File: config.mk
export PLATFORM = sky130hd
export DESIGN_NAME = register_file_sb_flat
export DESIGN_NICKNAME = d
export VERILOG_FILES = /design/src/rtl/register_file_sb_if.sv /design/src/rtl/register_file_sb.sv /design/src/flat_wrapper.sv
export SDC_FILE = /design/constraint.sdc
export NUM_CORES = 2
export LEC_CHECK = 0
export CELL_PAD_IN_SITES_DETAIL_PLACEMENT = 1
export CELL_PAD_IN_SITES_GLOBAL_PLACEMENT = 1
export CORE_UTILIZATION = 50
export CTS_CLUSTER_DIAMETER = 40
export DETAILED_ROUTE_END_ITERATION = 7
export PLACE_DENSITY = 0.74
export SLEW_MARGIN = 20
export SYNTH_ARGS = -nofsm -noshare
export SYNTH_HDL_FRONTEND = slang
export SYNTH_SLANG_ARGS = --single-unit
File: constraint.sdc
create_clock -name clk -period 10.3 [get_ports clk]
set_input_delay 1.545 -clock clk [delete_from_list [all_inputs] [get_ports clk]]
set_output_delay 1.545 -clock clk [all_outputs]
set_load 0.005 [all_outputs]
File: src/rtl/register_file_sb_if.sv
// Register file bus: two read ports, one byte-enabled write port,
// reserve port, operand busy flags and pending count.
//   master: drives A1/A2/A3/WD3/WE/BE/RSV/RA, observes RD*/BUSY*/PEND_CNT
//   slave : the register file itself
interface register_file_sb_if #(
    parameter int DATA_W = 32,
    parameter int ADDR_W = 5
);
    logic [ADDR_W-1:0]   A1;
    logic [ADDR_W-1:0]   A2;
    logic [DATA_W-1:0]   RD1;
    logic [DATA_W-1:0]   RD2;
    logic [ADDR_W-1:0]   A3;
    logic [DATA_W-1:0]   WD3;
    logic                WE;
    logic [DATA_W/8-1:0] BE;
    logic                RSV;
    logic [ADDR_W-1:0]   RA;
    logic                BUSY1;
    logic                BUSY2;
    logic [ADDR_W:0]     PEND_CNT;

    modport master (
        output A1, A2, A3, WD3, WE, BE, RSV, RA,
        input  RD1, RD2, BUSY1, BUSY2, PEND_CNT
    );

    modport slave (
        input  A1, A2, A3, WD3, WE, BE, RSV, RA,
        output RD1, RD2, BUSY1, BUSY2, PEND_CNT
    );
endinterface

File: src/rtl/register_file_sb.sv
// Register file with per-register pending scoreboard.
//   clk  : rising-edge clock
//   rst  : synchronous active-high reset (data, pending bits, count)
//   bus  : slave side of register_file_sb_if (reads, write, reserve, busy, count)
module register_file_sb #(
    parameter int DATA_W   = 32,
    parameter int ADDR_W   = 5,
    parameter int ZERO_REG = 1,
    parameter int BYPASS   = 1
) (
    input logic               clk,
    input logic               rst,
    register_file_sb_if.slave bus
);
    localparam int DEPTH = 1 << ADDR_W;
    localparam int NB    = DATA_W / 8;

    logic [DATA_W-1:0] mem_q [DEPTH];
    logic [DEPTH-1:0]  pend_q;
    logic [DEPTH-1:0]  pend_d;
    logic [ADDR_W:0]   cnt_q;
    logic [ADDR_W:0]   cnt_d;

    logic [DATA_W-1:0] be_mask;
    logic [DATA_W-1:0] wr_word;
    logic              wr_ok;
    logic              rsv_ok;
    logic              inc;
    logic              dec;
    logic              zero1;
    logic              zero2;
    logic              hit1;
    logic              hit2;

    always_comb begin
        be_mask = '0;
        for (int b = 0; b < NB; b++) begin
            be_mask[b*8 +: 8] = {8{bus.BE[b]}};
        end
    end

    // Register 0 is neither writable nor reservable when hardwired.
    assign wr_ok  = !rst && bus.WE
                    && !((ZERO_REG != 0) && (bus.A3 == '0));
    assign rsv_ok = !rst && bus.RSV
                    && !((ZERO_REG != 0) && (bus.RA == '0));

    // Stored word with the enabled bytes replaced; used for both
    // the write itself and same-cycle forwarding.
    assign wr_word = (mem_q[bus.A3] & ~be_mask)
                   | (bus.WD3 & be_mask);

    // Set is applied after clear so a same-address reserve wins.
    always_comb begin
        pend_d = pend_q;
        if (wr_ok) begin
            pend_d[bus.A3] = 1'b0;
        end
        if (rsv_ok) begin
            pend_d[bus.RA] = 1'b1;
        end
    end

    // Count only real transitions: a clear overridden by a set on
    // the same address is not a clear.
    assign inc = rsv_ok && !pend_q[bus.RA];
    assign dec = wr_ok && pend_q[bus.A3]
                 && !(rsv_ok && (bus.RA == bus.A3));

    assign cnt_d = cnt_q
                 + (ADDR_W+1)'(inc)
                 - (ADDR_W+1)'(dec);

    always_ff @(posedge clk) begin
        if (rst) begin
            for (int i = 0; i < DEPTH; i++) begin
                mem_q[i] <= '0;
            end
            pend_q <= '0;
            cnt_q  <= '0;
        end else begin
            if (wr_ok) begin
                mem_q[bus.A3] <= wr_word;
            end
            pend_q <= pend_d;
            cnt_q  <= cnt_d;
        end
    end

    assign zero1 = (ZERO_REG != 0) && (bus.A1 == '0);
    assign zero2 = (ZERO_REG != 0) && (bus.A2 == '0);
    assign hit1  = (BYPASS != 0) && wr_ok && (bus.A1 == bus.A3);
    assign hit2  = (BYPASS != 0) && wr_ok && (bus.A2 == bus.A3);

    assign bus.RD1 = zero1 ? '0 : (hit1 ? wr_word : mem_q[bus.A1]);
    assign bus.RD2 = zero2 ? '0 : (hit2 ? wr_word : mem_q[bus.A2]);

    // A forwarded write already supplies the operand, so not busy.
    assign bus.BUSY1 = !zero1 && !hit1 && pend_q[bus.A1];
    assign bus.BUSY2 = !zero2 && !hit2 && pend_q[bus.A2];

    assign bus.PEND_CNT = cnt_q;
endmodule

File: src/flat_wrapper.sv
// flat-port wrapper written by rule: the top's interface ports become plain ports
module register_file_sb_flat 
#(
    parameter int DATA_W   = 32,
    parameter int ADDR_W   = 5,
    parameter int ZERO_REG = 1,
    parameter int BYPASS   = 1
)
  (clk, rst, bus_A1, bus_A2, bus_A3, bus_WD3, bus_WE, bus_BE, bus_RSV, bus_RA, bus_RD1, bus_RD2, bus_BUSY1, bus_BUSY2, bus_PEND_CNT);
  register_file_sb_if #(.DATA_W(DATA_W), .ADDR_W(ADDR_W)) bus_i ();
  input logic clk;
  input logic rst;
  input wire logic [$bits(bus_i.A1)-1:0] bus_A1;
  input wire logic [$bits(bus_i.A2)-1:0] bus_A2;
  input wire logic [$bits(bus_i.A3)-1:0] bus_A3;
  input wire logic [$bits(bus_i.WD3)-1:0] bus_WD3;
  input wire logic [$bits(bus_i.WE)-1:0] bus_WE;
  input wire logic [$bits(bus_i.BE)-1:0] bus_BE;
  input wire logic [$bits(bus_i.RSV)-1:0] bus_RSV;
  input wire logic [$bits(bus_i.RA)-1:0] bus_RA;
  output wire logic [$bits(bus_i.RD1)-1:0] bus_RD1;
  output wire logic [$bits(bus_i.RD2)-1:0] bus_RD2;
  output wire logic [$bits(bus_i.BUSY1)-1:0] bus_BUSY1;
  output wire logic [$bits(bus_i.BUSY2)-1:0] bus_BUSY2;
  output wire logic [$bits(bus_i.PEND_CNT)-1:0] bus_PEND_CNT;
  assign bus_i.A1 = bus_A1;
  assign bus_i.A2 = bus_A2;
  assign bus_i.A3 = bus_A3;
  assign bus_i.WD3 = bus_WD3;
  assign bus_i.WE = bus_WE;
  assign bus_i.BE = bus_BE;
  assign bus_i.RSV = bus_RSV;
  assign bus_i.RA = bus_RA;
  assign bus_RD1 = bus_i.RD1;
  assign bus_RD2 = bus_i.RD2;
  assign bus_BUSY1 = bus_i.BUSY1;
  assign bus_BUSY2 = bus_i.BUSY2;
  assign bus_PEND_CNT = bus_i.PEND_CNT;
  register_file_sb #(.DATA_W(DATA_W), .ADDR_W(ADDR_W), .ZERO_REG(ZERO_REG), .BYPASS(BYPASS)) u_core (.clk(clk), .rst(rst), .bus(bus_i));
endmodule
==> impl_metrics.yaml <==
worst_setup_path:
  cpMostUsedCell: "buf_4"
  crit_family: "buffers and inverters"
  critPathRequiredTime_ns: 8.76
  cp-end-kind: "output pin"
  reg2reg_depth: 14
  path_buf_inv: 5
  critPathMaxFanout: 38
  r2r_setup_slack_ns: 6.97
  r2r_start: "u_core.pend_q[3]$_SDFF_PP0_"
  crit_arrival_ns: 6.35
  start_kind: "input port"
  max_stage_delay_ns: 0.99
  cp_cell_sequence: "buf_4 > buf_4 > and3b_2 > buf_4 > a22o_1 > nor4_1 > o211ai_1 > o21ai_2 > buf_4 > o22ai_1 > clkdlybuf4s50_1"
  r2r_end: "u_core.bus.PEND_CNT[5]$_SDFF_PP0_"
  crit_type: "in2out"
  slowest_stage: "and3b_2"
finish:
  post_route_cells_drive_above_1_share_pct: 25.2
  area_growth_pct: 13.4
  final_net_count: 4868
  fin_util_pct: 57.2
power:
  vdd_drop_max_uv: 178
  internal_power_mw: 9.37
  pwr-share-seq_pct: 38.6
  p_leak_nw: 26.7
  clkPwrFrac_pct: 47.2
  p_sw_share_pct: 28.4
  pwr_density_cell_nw_per_um2: 179
  power.switching_mw: 3.72
  p_comb_share_pct: 14.2
global_route:
  grt_pass1_wl_um: 406000
  antenna_found_initial: 10
  grt_pass1_vias: 51564
  grt-ovfl-total: 0
  grt.total_usage_pct: 45.2
  grt_max_degree: 117
placed_design:
  gp_congestion: 0.922
  port_buffers: 131
  dp_hpwl_um: 155000
worst_hold_path:
  hold_end: "u_core.pend_q[0]$_SDFF_PP0_"
  holdCritStartpoint: "u_core.pend_q[0]$_SDFF_PP0_"
  hold_class: "reg2reg"
  hold_path_depth: 1
sta:
  tns_ns: 0
  fmax_ghz: 0.127
  rsz0062_at_grt: "false"
  final-setup-viol-count: 0
  drv_slew: 0
  tightest_slew_ns: 1.25
  period_share_pct: 76.7
  fin_hold_ws_ns: 0.517
  period_needed_ns: 7.90
  finClkSkew_ns: 0.0466
  relSlewSlack_pct: 16.5
  finalHoldViolations: 0
detailed_routing:
  met1Wirelength_um: 97700
  vias: 52400
  wl_met2_um: 126000
  ant_nets: 0
  drt_iter0_drc: 10341
  wl_per_cell_um: 44.6
  top_layer: "met5"
  dr.pass1.iters: 6
  wirelength_um: 296000
  post_drt_via_cell_ratio: 7.91
  drc_errors: 0
  met3_length_um: 47900
floorplan:
  row_count: 131
  ios: 132
  core_sq_um: 128000
  die_area_sq_um: 130000
  start_util_pct: 50.4
  die_w_um: 361
  die_h_um: 361
clocking:
  cts_tree: "built"
  cts_setup_buffers: 0
  cts_made_buffers: 181
  ctsHoldBuffers: 0
  cts_root_buf: "clkbuf_16"
  clock-sinks: 1062
  ctsResizeCount: 0
  clk_latency_ns: 0.86
  cts.path.max_buffers: 3
  htree_levels: 4
  clk_pin_slew_worst_paths_ns: 0.04
synth:
  synth_cell_types: 82
  syn-cell-area_sq_um: 64400
  synth.yosys.warnings: 0
  syn_area_per_cell_sq_um: 13.3
  syn_inst: 4835
  ys_ff_latch: 1062
  synthTopCellsByArea: "edfxtp_1, mux4_2, mux2i_1"
  ys_seq_area_share_pct: 49.0
  synth-edff-count: 1024
  synth-async-reset-ratio_pct: 0
  yosysTopAreaCell: "edfxtp_1"
  synth_flop_cell: "edfxtp_1"
  yosysTopAreaCellShare_pct: 47.8
run:
  maxCapViolCount: 0
outcome:
  status: "finished clean"
## cells in the mapped netlist, types with 12 or more instances
cell,number
nor2_1,1063
edfxtp_1,1024
mux4_2,646
mux2i_1,489
buf_2,195
clkbuf_1,186
nand2_1,148
o22ai_1,125
a22oi_1,99
buf_4,99
o21ai_0,93
nand2b_1,57
a21oi_1,50
o211ai_1,48
inv_1,46
nand3_1,43
dfxtp_1,38
nor2b_1,35
a211oi_1,26
buf_1,24
o2111ai_1,23
o21ai_2,23
buf_6,22
nor3_1,20
a32oi_1,17
nand4_1,17
a31oi_1,15
nor4_1,14
mux2_2,12
## worst max-delay path by stage
| stage | cells after the start | from | slack, ns | endpoint |
|---|---|---|---|---|
| 2_1_floorplan | 8 | bus_A1[2] | 5.32 | bus_RD1[12] |
| 3_3_place_gp | 9 | bus_A3[2] | 2.98 | bus_RD2[31] |
| 3_5_place_dp | 9 | bus_A3[2] | 2.92 | bus_RD2[31] |
| 4_1_cts | 9 | bus_A3[2] | 2.89 | bus_RD2[31] |
| 5_1_grt | 11 | bus_A3[4] | 2.60 | bus_RD2[31] |
| 6_report | 11 | bus_A3[4] | 2.40 | bus_RD2[31] |
## sequential cells by signal (all words and copies together), names as in the netlist
name,cells
u_core.pend_q,32
u_core.mem_q,1024
u_core.bus.PEND_CNT,6
## power groups by stage
stage          Sequential, mW  Clock, mW  Combinational, mW
2_1_floorplan            5.07          0               1.12
3_3_place_gp             5.10          0               1.75
3_5_place_dp             5.12          0               1.78
4_1_cts                  5.04       6.15               1.79
5_1_grt                  5.06       6.33               1.88
6_report                 5.05       6.18               1.86
## cell families (layout without fill, tap and decap cells)
| logic type | Yosys count | count (layout) | share of synthesized area, % |
|---|---|---|---|
| mux | 1148 | 1148 | 30.4 |
| other cells | 1 | 39 | 0.00583 |
| flops | 1062 | 1062 | 49.0 |
| compound gates | 584 | 584 | 6.32 |
| buf+inv | 575 | 668 | 4.57 |
| simple gates | 1438 | 1438 | 9.28 |
| xor+xnor | 20 | 20 | 0.272 |
| fa+ha+maj | 7 | 7 | 0.148 |
## cells in the final DEF, fill, tap and decap left out, types with 49 or more instances in the layout
cell type / instances
clkbuf_16: 182
buf_4: 139
edfxtp_1: 1024
mux2i_1: 489
a22oi_1: 99
nand2_1: 121
o22ai_1: 125
mux4_2: 646
a21oi_1: 49
clkdlybuf4s50_1: 118
o21ai_0: 92
nor2_1: 1057
## stage by stage
| step | area (sq um) | cells | power [mW] | setup slack (ns) |
|---|---|---|---|---|
| after floorplan | 64500 | 4866 | 6.19 | 5.32 |
| after global placement | 66800 | 6279 | 6.85 | 2.98 |
| after detailed placement | 66800 | 6279 | 6.90 | 2.92 |
| after CTS | 72900 | 6620 | 13.0 | 2.89 |
| after global routing | 73000 | 6621 | 13.3 | 2.60 |
| final | 73000 | 6628 | 13.1 | 2.40 |
## cell type report
cell class	count	area (sq um)
Fill cell	12046	54700
Sequential cell	1062	31500
Multi-Input combinational cell	3229	30500
Clock buffer	205	4640
Timing Repair Buffer	278	2590
Tap cell	1662	2080
Clock inverter	136	1480
Inverter	49	186
Antenna cell	7	17.5
## per-layer routing
layer / vias to the layer above / track usage (%)
li1: 18862 / -
met1: 26705 / 57.6
met2: 5382 / 64.0
met3: 1427 / 16.9
met4: 24 / 31.0
met5: - / 0.185
Power figures use the tool's default switching activity.
